$ cat config.mk
export PLATFORM = sky130hd
export DESIGN_NAME = port_ctrl_capture
export DESIGN_NICKNAME = d
export VERILOG_FILES = /design/src/rtl/port_ctrl_capture.sv
export SDC_FILE = /design/constraint.sdc
export NUM_CORES = 1
export LEC_CHECK = 0
export CORE_ASPECT_RATIO = 1.4
export CORE_MARGIN = 4
export CORE_UTILIZATION = 49
export DETAILED_ROUTE_END_ITERATION = 8
export PLACE_DENSITY = 0.84
export SYNTH_ARGS = -nofsm -noshare
export SYNTH_HDL_FRONTEND = slang
export SYNTH_SLANG_ARGS = --single-unit
$ cat constraint.sdc
create_clock -name clk -period 6.22 [get_ports clk]
set_input_delay 1.866 -clock clk [delete_from_list [all_inputs] [get_ports clk]]
set_output_delay 1.866 -clock clk [all_outputs]
set_load 0.05 [all_outputs]
$ cat src/rtl/port_ctrl_capture.sv
`default_nettype none
// ============================================================================
// Module      : port_ctrl_capture
// Description : Input-port front end. Captures the control word at
//               start-of-packet, takes the decoded fields back from
//               ctrl_verify, forwards up to `length` payload beats to the
//               buffer writer and issues one descriptor per packet.
// Revision    : 1.0 - initial release
// ============================================================================
module port_ctrl_capture #(
  parameter int WIDTH_DATA     = 32,
  parameter int WIDTH_LENGTH   = 10,
  parameter int WIDTH_CRC      = 16,
  parameter int WIDTH_PRIORITY = 3
) (
  input  logic                      clk,
  input  logic                      rst,
  // beat stream from the port
  input  logic                      in_vld,
  input  logic                      in_sop,
  input  logic                      in_eop,
  input  logic [WIDTH_DATA-1:0]     in_data,
  output logic                      in_rdy,
  // control word out to ctrl_verify and decoded fields back
  output logic [WIDTH_DATA-1:0]     ctrl_data,
  input  logic                      verify_vld,
  input  logic [WIDTH_LENGTH-1:0]   length,
  input  logic [WIDTH_CRC-1:0]      crc_16bit,
  input  logic [WIDTH_PRIORITY-1:0] pkt_priority,  // priority field from ctrl_verify
  // payload to the shared buffer writer
  output logic                      wr_vld,
  output logic                      wr_last,
  output logic [WIDTH_DATA-1:0]     wr_data,
  // descriptor to the queue manager
  output logic                      desc_vld,
  input  logic                      desc_rdy,
  output logic [WIDTH_LENGTH-1:0]   desc_length,
  output logic [WIDTH_PRIORITY-1:0] desc_priority,
  output logic [WIDTH_CRC-1:0]      desc_crc,
  output logic                      desc_err_len,
  output logic [15:0]               drop_cnt
);

  // One extra bit so the beat counter can sit above any legal length
  localparam int C_CNT_W = WIDTH_LENGTH + 1;

  typedef enum logic [2:0] {
    IDLE  = 3'd0,
    CHECK = 3'd1,
    DATA  = 3'd2,
    DROP  = 3'd3,
    DESC  = 3'd4
  } state_t;

  state_t                    r_state;
  logic                      r_in_rdy;
  logic [WIDTH_DATA-1:0]     r_ctrl_data;
  logic [WIDTH_LENGTH-1:0]   r_length;
  logic [WIDTH_PRIORITY-1:0] r_priority;
  logic [WIDTH_CRC-1:0]      r_crc;
  logic [C_CNT_W-1:0]        r_beat_cnt;
  logic                      r_err_len;
  logic                      r_pend_sop;
  logic                      r_wr_vld;
  logic                      r_wr_last;
  logic [WIDTH_DATA-1:0]     r_wr_data;
  logic                      r_desc_vld;
  logic [WIDTH_LENGTH-1:0]   r_desc_length;
  logic                      r_desc_err_len;
  logic [15:0]               r_drop_cnt;

  logic                      w_accept;
  logic [C_CNT_W-1:0]        w_len_ext;
  logic [C_CNT_W-1:0]        w_cnt_inc;
  logic                      w_fwd;
  logic                      w_hit_len;
  logic [WIDTH_LENGTH-1:0]   w_len_now;
  logic [WIDTH_LENGTH-1:0]   w_len_next;

  assign w_accept   = in_vld & r_in_rdy;
  assign w_len_ext  = {1'b0, r_length};
  // Saturating increment: the counter can never wrap back below length
  assign w_cnt_inc  = (r_beat_cnt == {C_CNT_W{1'b1}}) ? r_beat_cnt
                                                      : r_beat_cnt + C_CNT_W'(1);
  // Current beat is forwarded only while fewer than length beats went out
  assign w_fwd      = (r_beat_cnt < w_len_ext);
  assign w_hit_len  = (w_cnt_inc == w_len_ext);
  // Forwarded count = min(received, length), before and after this beat
  assign w_len_now  = (r_beat_cnt < w_len_ext) ? r_beat_cnt[WIDTH_LENGTH-1:0] : r_length;
  assign w_len_next = (w_cnt_inc  < w_len_ext) ? w_cnt_inc[WIDTH_LENGTH-1:0]  : r_length;

  // Packet FSM with all outputs registered
  always_ff @(posedge clk or posedge rst) begin
    if (rst) begin
      r_state        <= IDLE;
      r_in_rdy       <= 1'b0;
      r_ctrl_data    <= '0;
      r_length       <= '0;
      r_priority     <= '0;
      r_crc          <= '0;
      r_beat_cnt     <= '0;
      r_err_len      <= 1'b0;
      r_pend_sop     <= 1'b0;
      r_wr_vld       <= 1'b0;
      r_wr_last      <= 1'b0;
      r_wr_data      <= '0;
      r_desc_vld     <= 1'b0;
      r_desc_length  <= '0;
      r_desc_err_len <= 1'b0;
      r_drop_cnt     <= '0;
    end else begin
      r_wr_vld  <= 1'b0;
      r_wr_last <= 1'b0;
      case (r_state)
        IDLE: begin
          r_in_rdy <= 1'b1;
          if (w_accept && in_sop) begin
            r_ctrl_data <= in_data;
            r_in_rdy    <= 1'b0;
            r_state     <= CHECK;
          end
        end
        CHECK: begin
          r_in_rdy <= 1'b1;
          if (!verify_vld || (length == '0)) begin
            r_drop_cnt <= r_drop_cnt + 16'd1;
            r_state    <= DROP;
          end else begin
            r_length   <= length;
            r_priority <= pkt_priority;
            r_crc      <= crc_16bit;
            r_beat_cnt <= '0;
            r_err_len  <= 1'b0;
            r_state    <= DATA;
          end
        end
        DATA: begin
          if (w_accept) begin
            if (in_sop) begin
              // Next packet started without an eop: close this one as errored
              r_ctrl_data    <= in_data;
              r_pend_sop     <= 1'b1;
              r_desc_length  <= w_len_now;
              r_desc_err_len <= 1'b1;
              r_desc_vld     <= 1'b1;
              r_in_rdy       <= 1'b0;
              r_state        <= DESC;
            end else begin
              r_beat_cnt <= w_cnt_inc;
              if (w_fwd) begin
                r_wr_vld  <= 1'b1;
                r_wr_data <= in_data;
                r_wr_last <= in_eop | w_hit_len;
              end else begin
                r_err_len <= 1'b1;
              end
              if (in_eop) begin
                r_desc_length  <= w_len_next;
                r_desc_err_len <= r_err_len | ~w_hit_len;
                r_desc_vld     <= 1'b1;
                r_in_rdy       <= 1'b0;
                r_state        <= DESC;
              end
            end
          end
        end
        DROP: begin
          if (w_accept) begin
            if (in_sop) begin
              r_ctrl_data <= in_data;
              r_in_rdy    <= 1'b0;
              r_state     <= CHECK;
            end else if (in_eop) begin
              r_state <= IDLE;
            end
          end
        end
        DESC: begin
          if (desc_rdy) begin
            r_desc_vld <= 1'b0;
            r_pend_sop <= 1'b0;
            if (r_pend_sop) begin
              r_in_rdy <= 1'b0;
              r_state  <= CHECK;
            end else begin
              r_in_rdy <= 1'b1;
              r_state  <= IDLE;
            end
          end
        end
        default: begin
          r_in_rdy <= 1'b0;
          r_state  <= IDLE;
        end
      endcase
    end
  end

  assign in_rdy        = r_in_rdy;
  assign ctrl_data     = r_ctrl_data;
  assign wr_vld        = r_wr_vld;
  assign wr_last       = r_wr_last;
  assign wr_data       = r_wr_data;
  assign desc_vld      = r_desc_vld;
  assign desc_length   = r_desc_length;
  assign desc_priority = r_priority;
  assign desc_crc      = r_crc;
  assign desc_err_len  = r_desc_err_len;
  assign drop_cnt      = r_drop_cnt;

endmodule
`default_nettype wire

== Word-level counts from Yosys, hierarchy flattened ==
Cells that the tools add are included.
Operators by class
  order comparisons: 2
  $add $sub $neg: 2
  eq/ne operators: 19
  bitwise logic cells: 6
  muxes and demuxes: 56
  reduce and logical (&&, ||, !) cells: 21
Operator list (number)
  $mux 32: 3
  $pmux 32 s2: 1
  $mux 11: 4
  $mux 10: 4
  $mux 1: 30
  $mux 3: 8
  $lt 11x10->1: 2
  $pmux 11 s2: 1
  $reduce_and 4->1: 5
  $ne 2x2->1 const B: 9
  $add 16x1->16 const B: 1
  $pmux 3 s5: 1
  $add 11x1->11 const B: 1
  $eq 11x10->1: 1
  $eq 11x11->1 const B: 1
  $logic_not 10->1: 1
  $reduce_and 5->1: 2
  $reduce_bool 2->1: 4
  $eq 3x2->1 const B: 2
  $ne 3x3->1 const B: 2
  $pmux 1 s2: 3
  $reduce_and 6->1: 1
  $pmux 1 s5: 1
  $ne 2x1->1 const B: 2
  12 further kinds: 16
Storage, ports and cells
  register bits: 140
  output and inout bits: 114

== Depth between registers and ports, before layout ==
Gate-level depths: netlist of run 1.
  word-level depth: 8
  depth in mapped cells: 14
  depth with buffers taken out: 13

== Worst setup path before layout of run 1 ==
OpenSTA, ideal clock, no wires.
  kind: input-to-reg
  from: in in_sop
  to: reg r_ctrl_data[0] (netlist: ctrl_data[0])
  stages on the path: 5
  path buffers: 2
  slack: 2.954 ns
  library setup time: 0.125 ns
  data arrival time: 3.141 ns
  cells stage by stage: buf_2 nand3_1 nor3_1 buf_2 mux2_2
Between the ends
  cells in the longest elaborated chain, start to end: 3
  elaborated cells between the ends (all ways): 4
  classes of those cells: eq/ne (2); reduce/logical (2)
Ends and longest elaborated chain
  start: declaration: RTL line 20  | input logic in_sop,
  $logic_and 1x1->1: RTL line 117  | if (w_accept && in_sop) begin
  $ne 2x2->1 (no line)
  $reduce_and 4->1 (no line) *
  end signal: assignment: RTL line 118  | r_ctrl_data <= in_data;
  end signal: assignment: RTL line 141  | r_ctrl_data <= in_data;
  end signal: assignment: RTL line 170  | r_ctrl_data <= in_data;
  end: declaration: RTL line 57  | logic [WIDTH_DATA-1:0] r_ctrl_data;
Every way passes the cells marked *; elsewhere a longest branch is shown, timed or not.
A chain may end at the register's enable or synchronous reset.

== Worst setup path in the final report of run 1 ==
  from: in length[9]
  to: reg r_crc[11] (netlist: desc_crc[11])
Between the ends
  cells in the longest elaborated chain, start to end: 4
Ends and longest elaborated chain
  start: declaration: RTL line 27  | input logic [WIDTH_LENGTH-1:0] length,
  $logic_not 10->1: RTL line 125  | if (!verify_vld || (length == '0)) begin
  $logic_or 1x1->1: RTL line 125
  $not 1->1 (no line)
  $reduce_and 2->1 (no line)
  end signal: assignment: RTL line 131  | r_crc <= crc_16bit;
  end: declaration: RTL line 60  | logic [WIDTH_CRC-1:0] r_crc;
No other way between the ends.

==> run summary, run 1 <==
most frequent standard cell in the layout excluding fill and tap cells = sky130_fd_sc_hd__clkdlybuf4s50_1
clock input transition at the sequential cells of the worst setup and hold paths = 60 ps
FILL cells = 988
total power density per cell area = 576 nW/um^2
part of the Yosys area used for sequential elements = 0.527
min-delay worst type = reg2reg
maximum count of clock buffers along a single path = 2
primary flip-flop cell chosen by synthesis mapping = sky130_fd_sc_hd__dfrtp_1
Async S/R FF share, synth = 1.00
residual antenna-violating net count after detailed routing = 0
total of warnings raised by yosys = 0
Highest Clock Rate = 255 MHz
largest delay contributor family on the critical path = simple AND/OR/NAND/NOR gates
overall die area = 15,500 sq um
number of cells on the critical path = 5
detailed-route vias per instance = 5.55
DRT Pass-1 Iters = 5
cell row count = 50
number of flip-flops and latches in the synthesized netlist = 140
clock tree from TritonCTS = done
biggest fanout along the worst timing path = 40
post-synthesis compound-gate area fraction = 0.0863
GPL Wtd Cong = 0.922
sequential cell fraction of total power = 0.296
input/output buffers = 181
clk sink count = 140
type of the setup path with the least slack = in2reg
number of antenna violations at the first check in global routing = 0
final standard cell utilization of the core = 0.691
post-synthesis simple-gate area fraction = 0.127
count of non-filler cells in the finished layout = 940
postcts setup bufs = 0
slowest cell delay on critical path = 810 ps
global-route wire length before repair = 28,700 um
top library cells by usage in the layout, fill and taps aside = sky130_fd_sc_hd__clkdlybuf4s50_1 (181), sky130_fd_sc_hd__dfrtp_1 (140), sky130_fd_sc_hd__mux2_2 (96)
final WL = 17,500 um
vias in the first global route = 5,636
number of antenna diodes = 0
Post-synth EDFFs = 0
syn_nets = 655
area of the multi-input gates = 2960 sq um
Required @ worst endpoint = 6510 ps
DR vias = 5,216
area share of xor/xnor cells in the synthesized design = 0.0250
depth of the worst hold-timing path = 1
HPWL after DPL = 12,600 um
combinational family with the most area after synthesis = multiplexers
violation count after the first detailed-route iteration = 326
Overall Global Routing Usage = 0.233
unrepaired setup endpoints after global routing = false
fraction of power consumed by combinational cells = 0.518
cells traversed along the worst timing path = clkdlybuf4s50_1 -> nor4_1 -> a31oi_1 -> nand3_2 -> mux2_2
width of the die = 106 um
Post-layout nets = 835
fraction of layout cells with a size suffix above 1 = 0.193
total CTS buffers = 17
power consumption = 5.30 mW
cells resized by post-CTS repair = 0
accumulated negative setup slack = 0 ps
largest net degree at the start of global routing = 111
synth unique cells = 57
number of buffers inserted for hold repair after clock tree synthesis = 0
cells on worst reg2reg path = 13
later-pin clock latency in the skew report = 410 ps
total standard cell area after synthesis = 6650 sq um
area taken by flip-flops and latches = 3500 sq um
Slew headroom = 0.333
Crit path buffers/inverters = 1
number of levels the H-tree was split into = 4
mean instance size in the synthesized netlist = 11.8 sq um
P_leak = 3.98 nW
Root Buffer Master = sky130_fd_sc_hd__clkbuf_16
DR DRC count = 0
internal power consumption = 2.88 mW
height of the die = 146 um
crit path time final = 3920 ps
Area Overhead vs Synth = 38.3%
core footprint = 13,300 sq um
Worst setup SP type = primary input
Slew @ Worst Pin = 992 ps
area share of fa/ha/maj cells after synthesis = 0.0395
number of setup violations in the final report = 0
Worst Clk Skew = 7.39 ps
Worst path slowest cell = sky130_fd_sc_hd__nand3_2
multiplexer share of the synthesized area = 0.166
area after detailed placement = 8630 sq um
outcome = completed
number of maximum-capacitance violations = 0
net switching share of the total power = 0.456
Final Slew Violations = 0
clock group share of total power = 0.186
switching power total = 2.41 mW
average wire per cell in the routed design = 18.7 um
peak ir drop on the vdd network = 0.577 mV
number of failing hold endpoints at the final stage = 0
part of the cycle the worst path needs = 0.630
category of the worst setup path capture point = register
Worst Path Arrival = 4210 ps
post-layout instance area = 9200 sq um
number of top-level design ports = 182
grt total ovfl = 0
placed cell count = 909
effective utilization at floorplan = 0.499
number of instances in the synthesized netlist = 566
power by group through the flow:
stage	registers, mW	logic [mW]	clock network (mW)
2_1_floorplan	2.66	0.701	0
3_3_place_gp	1.55	2.69	0
3_5_place_dp	1.58	2.75	0
4_1_cts	1.57	2.76	1.01
5_1_grt	1.62	2.88	1.05
6_report	1.57	2.74	0.987
registers in the layout, indices dropped and copies added, names as in the netlist:
register       count
r_state            3
desc_length       10
r_length          10
wr_last            1
desc_err_len       1
desc_vld           1
desc_crc          16
r_pend_sop         1
wr_vld             1
desc_priority      3
drop_cnt          16
r_beat_cnt        11
r_err_len          1
in_rdy             1
ctrl_data         32
wr_data           32
per-stage QoR:
stage | setup WS (ps) | hold slack, ps
after floorplan | 601 | 464
after global placement | 1910 | 459
after detailed placement | 1860 | 473
after CTS | 2280 | 481
after global routing | 2180 | 505
final | 2300 | 478
synth_stat cells (all sizes together) (2+ instances only):
library cell | number | area share
dfrtp | 140 | 0.53
mux2 | 96 | 0.16
nand2 | 40 | 0.023
nor2 | 36 | 0.021
nand3 | 24 | 0.018
ha | 21 | 0.039
inv | 21 | 0.012
o21ai | 21 | 0.016
a21oi | 19 | 0.014
nor3 | 15 | 0.013
buf | 13 | 0.011
clkbuf | 13 | 0.0073
nand4 | 10 | 0.012
xor2 | 10 | 0.013
xnor2 | 9 | 0.012
o31ai | 6 | 0.0075
a211oi | 5 | 0.0056
nand4b | 5 | 0.0066
nor4 | 5 | 0.0079
a21o | 4 | 0.0045
and3 | 4 | 0.0038
nor4b | 4 | 0.0062
o311ai | 4 | 0.0053
a2bb2oi | 3 | 0.0040
a31oi | 3 | 0.0028
a32o | 3 | 0.0045
a41oi | 3 | 0.0040
nor3b | 3 | 0.0034
a211o | 2 | 0.0026
and2 | 2 | 0.0023
mux2i | 2 | 0.0030
nand2b | 2 | 0.0019
nand3b | 2 | 0.0023
nor2b | 2 | 0.0019
o211ai | 2 | 0.0023
o21a | 2 | 0.0023
o31a | 2 | 0.0026
final timing paths:
check                         startpoint             end  slack, ps
max in group asynchronous            rst   ctrl_data[28]       3140
hold reg to reg             drop_cnt[15]    drop_cnt[15]        480
setup reg to reg           r_beat_cnt[1]  desc_length[9]       2420
setup / recovery               length[9]    desc_crc[11]       2300
min in group asynchronous            rst   ctrl_data[10]       2060
hold / removal              drop_cnt[15]    drop_cnt[15]        480
logic make-up after synthesis:
kind of cell,count (synthesis)
buffers and inverters,47
multiplexers,98
XOR/XNOR,19
adder cells (fa/ha/maj),21
flip-flops,140
AO/OA/AOI/OAI,83
AND/OR/NAND/NOR,158
routing by layer:
metal  track usage  wire [um]  up-vias
met5             0          0        -
met4        0.0845        342        0
met3        0.0897       1490       33
met2         0.420       9450      194
met1         0.243       6260     2588
li1              -          -     2401
layout make-up:
class,instances,area share
timing repair buffer,187,0.202
sequential,140,0.381
inverter,21,0.00911
clock inverter,13,0.0156
tap,182,0.0247
multi-input combinational,379,0.321
clock buffer,18,0.0466
Note: power is estimated with default switching activity, not from simulation.
==> inputs of run 2 (changes only) <==
Clock period 6.22 ns to 3.8 ns, I/O delays scaled along.
==> run summary, run 2 (synthesized netlist as in run 1, its figures left out) <==
outcome = completed (unchanged)
HPWL after DPL = 12,800 um (was 12,600 um)
crit path time final = 3450 ps
Post-layout nets = 840 (was 835)
GPL Wtd Cong = 0.928 (was 0.922)
peak ir drop on the vdd network = 0.830 mV (was 0.577 mV)
grt total ovfl = 0 (unchanged)
Root Buffer Master = sky130_fd_sc_hd__clkbuf_16 (unchanged)
effective utilization at floorplan = 0.499 (unchanged)
Slew @ Worst Pin = 709 ps (was 992 ps)
DR vias = 5,216 (unchanged)
DR DRC count = 0 (unchanged)
fraction of power consumed by combinational cells = 0.517 (was 0.518)
most frequent standard cell in the layout excluding fill and tap cells = sky130_fd_sc_hd__clkdlybuf4s50_1 (unchanged)
input/output buffers = 181 (unchanged)
FILL cells = 996 (was 988)
DRT Pass-1 Iters = 5 (unchanged)
number of maximum-capacitance violations = 0 (unchanged)
category of the worst setup path capture point = register (unchanged)
Overall Global Routing Usage = 0.238 (was 0.233)
average wire per cell in the routed design = 18.6 um (was 18.7 um)
net switching share of the total power = 0.457 (was 0.456)
fraction of layout cells with a size suffix above 1 = 0.200 (was 0.193)
Worst Clk Skew = 6.78 ps (was 7.39 ps)
total CTS buffers = 17 (unchanged)
number of buffers inserted for hold repair after clock tree synthesis = 0 (unchanged)
unrepaired setup endpoints after global routing = false (unchanged)
CP startpoint = r_beat_cnt[10] (was length[9])
detailed-route vias per instance = 5.51 (was 5.55)
switching power total = 3.99 mW (was 2.41 mW)
Worst Path Arrival = 3740 ps (was 4210 ps)
total power density per cell area = 940 nW/um^2 (was 576 nW/um^2)
width of the die = 106 um (unchanged)
top library cells by usage in the layout, fill and taps aside = sky130_fd_sc_hd__clkdlybuf4s50_1 (181), sky130_fd_sc_hd__dfrtp_1 (140), sky130_fd_sc_hd__mux2_2 (96) (unchanged)
vias in the first global route = 5,743 (was 5,636)
biggest fanout along the worst timing path = 9 (was 40)
number of antenna violations at the first check in global routing = 0 (unchanged)
type of the setup path with the least slack = reg2reg (was in2reg)
P_leak = 4.03 nW (was 3.98 nW)
number of levels the H-tree was split into = 4 (unchanged)
min-delay worst type = reg2reg (unchanged)
clock input transition at the sequential cells of the worst setup and hold paths = 60 ps (about the same)
violation count after the first detailed-route iteration = 221 (was 326)
number of top-level design ports = 182 (unchanged)
hold_sp = drop_cnt[15] (unchanged)
clk sink count = 140 (unchanged)
overall die area = 15,500 sq um (unchanged)
number of failing hold endpoints at the final stage = 0 (unchanged)
global-route wire length before repair = 29,300 um (was 28,700 um)
Place WS = 397 ps (was 1860 ps)
final WL = 17,600 um (was 17,500 um)
postcts setup bufs = 0 (unchanged)
maximum count of clock buffers along a single path = 2 (unchanged)
cells resized by post-CTS repair = 0 (unchanged)
number of setup violations in the final report = 0 (unchanged)
clock tree from TritonCTS = done (unchanged)
number of antenna diodes = 0 (unchanged)
Highest Clock Rate = 290 MHz
internal power consumption = 4.74 mW (was 2.88 mW)
tightest hold margin = 474 ps (was 478 ps)
sequential cell fraction of total power = 0.295 (was 0.296)
reg-to-reg startpoint = r_beat_cnt[10] (was r_beat_cnt[1])
largest net degree at the start of global routing = 141 (was 111)
residual antenna-violating net count after detailed routing = 0 (unchanged)
core footprint = 13,300 sq um (unchanged)
Slew headroom = 0.527 (was 0.333)
part of the cycle the worst path needs = 0.907
Worst setup SP type = register (was primary input)
Required @ worst endpoint = 4100 ps (was 6510 ps)
height of the die = 146 um (unchanged)
clock group share of total power = 0.188 (was 0.186)
Final Slew Violations = 0 (unchanged)
accumulated negative setup slack = 0 ps (unchanged)
later-pin clock latency in the skew report = 420 ps (was 410 ps)
Area Overhead vs Synth = 39.5% (was 38.3%)
crit path setup slack, layout = 352 ps (was 2300 ps)
cell row count = 50 (unchanged)
-- run 2: worst max-delay path: stages (launching register included) --
cell and delay [ps]:
sky130_fd_sc_hd__dfrtp_1 520, sky130_fd_sc_hd__nand4_1 260, sky130_fd_sc_hd__or2_2 360, sky130_fd_sc_hd__nand3_1 110, sky130_fd_sc_hd__xor2_1 320, sky130_fd_sc_hd__inv_1 90, sky130_fd_sc_hd__ha_1 310, sky130_fd_sc_hd__a211oi_1 280
sky130_fd_sc_hd__nor2_1 110, sky130_fd_sc_hd__o31ai_2 330, sky130_fd_sc_hd__and2_4 270, sky130_fd_sc_hd__a21oi_1 80, sky130_fd_sc_hd__a32o_1 290
-- run 2: per-layer routing --
layer / track usage / share of wire / vias to the layer above
met4: 0.0825 / 0.024 / 0
met3: 0.0883 / 0.077 / 30
met5: 0 / 0 / -
met1: 0.253 / 0.36 / 2586
li1: - / - / 2412
met2: 0.429 / 0.54 / 188
-- run 2: per-stage QoR --
| step | util | power [mW] | cell area, sq um | cells |
|---|---|---|---|---|
| floorplan | - | 5.51 | 6660 | 566 |
| global placement | 0.652 | 6.98 | 8690 | 914 |
| detailed placement | 0.652 | 7.10 | 8690 | 914 |
| CTS | 0.696 | 8.79 | 9280 | 946 |
| global route | 0.696 | 9.15 | 9280 | 946 |
| finish | 0.696 | 8.73 | 9280 | 946 |
-- run 2: area by class of cell --
| type | count | area (sq um) | area share |
|---|---|---|---|
| flip-flops and latches | 140 | 3500 | 0.378 |
| clock inverters | 15 | 164 | 0.0177 |
| multi-input cells | 379 | 2960 | 0.319 |
| repair buffers | 192 | 1920 | 0.207 |
| clock buffers | 17 | 425 | 0.0458 |
| well taps | 182 | 228 | 0.0245 |
| inverters | 21 | 82.6 | 0.00890 |
-- run 2: power by group through the flow --
stage          clock network [mW]  registers [mW]  logic (mW)
2_1_floorplan                   0            4.36        1.15
3_3_place_gp                    0            2.54        4.44
3_5_place_dp                    0            2.59        4.51
4_1_cts                      1.67            2.58        4.54
5_1_grt                      1.73            2.66        4.76
6_report                     1.64            2.58        4.51
-- run 2: path summary, 6_finish.rpt --
check                                 end  slack [ps]  cells after the start
hold reg to reg              drop_cnt[15]         470                      1
hold / removal               drop_cnt[15]         470                      1
setup / recovery           desc_length[8]         350                     12
max in group asynchronous     drop_cnt[3]        1990                      3
setup reg to reg           desc_length[8]         350                     12
min in group asynchronous    desc_crc[14]        1310                      3
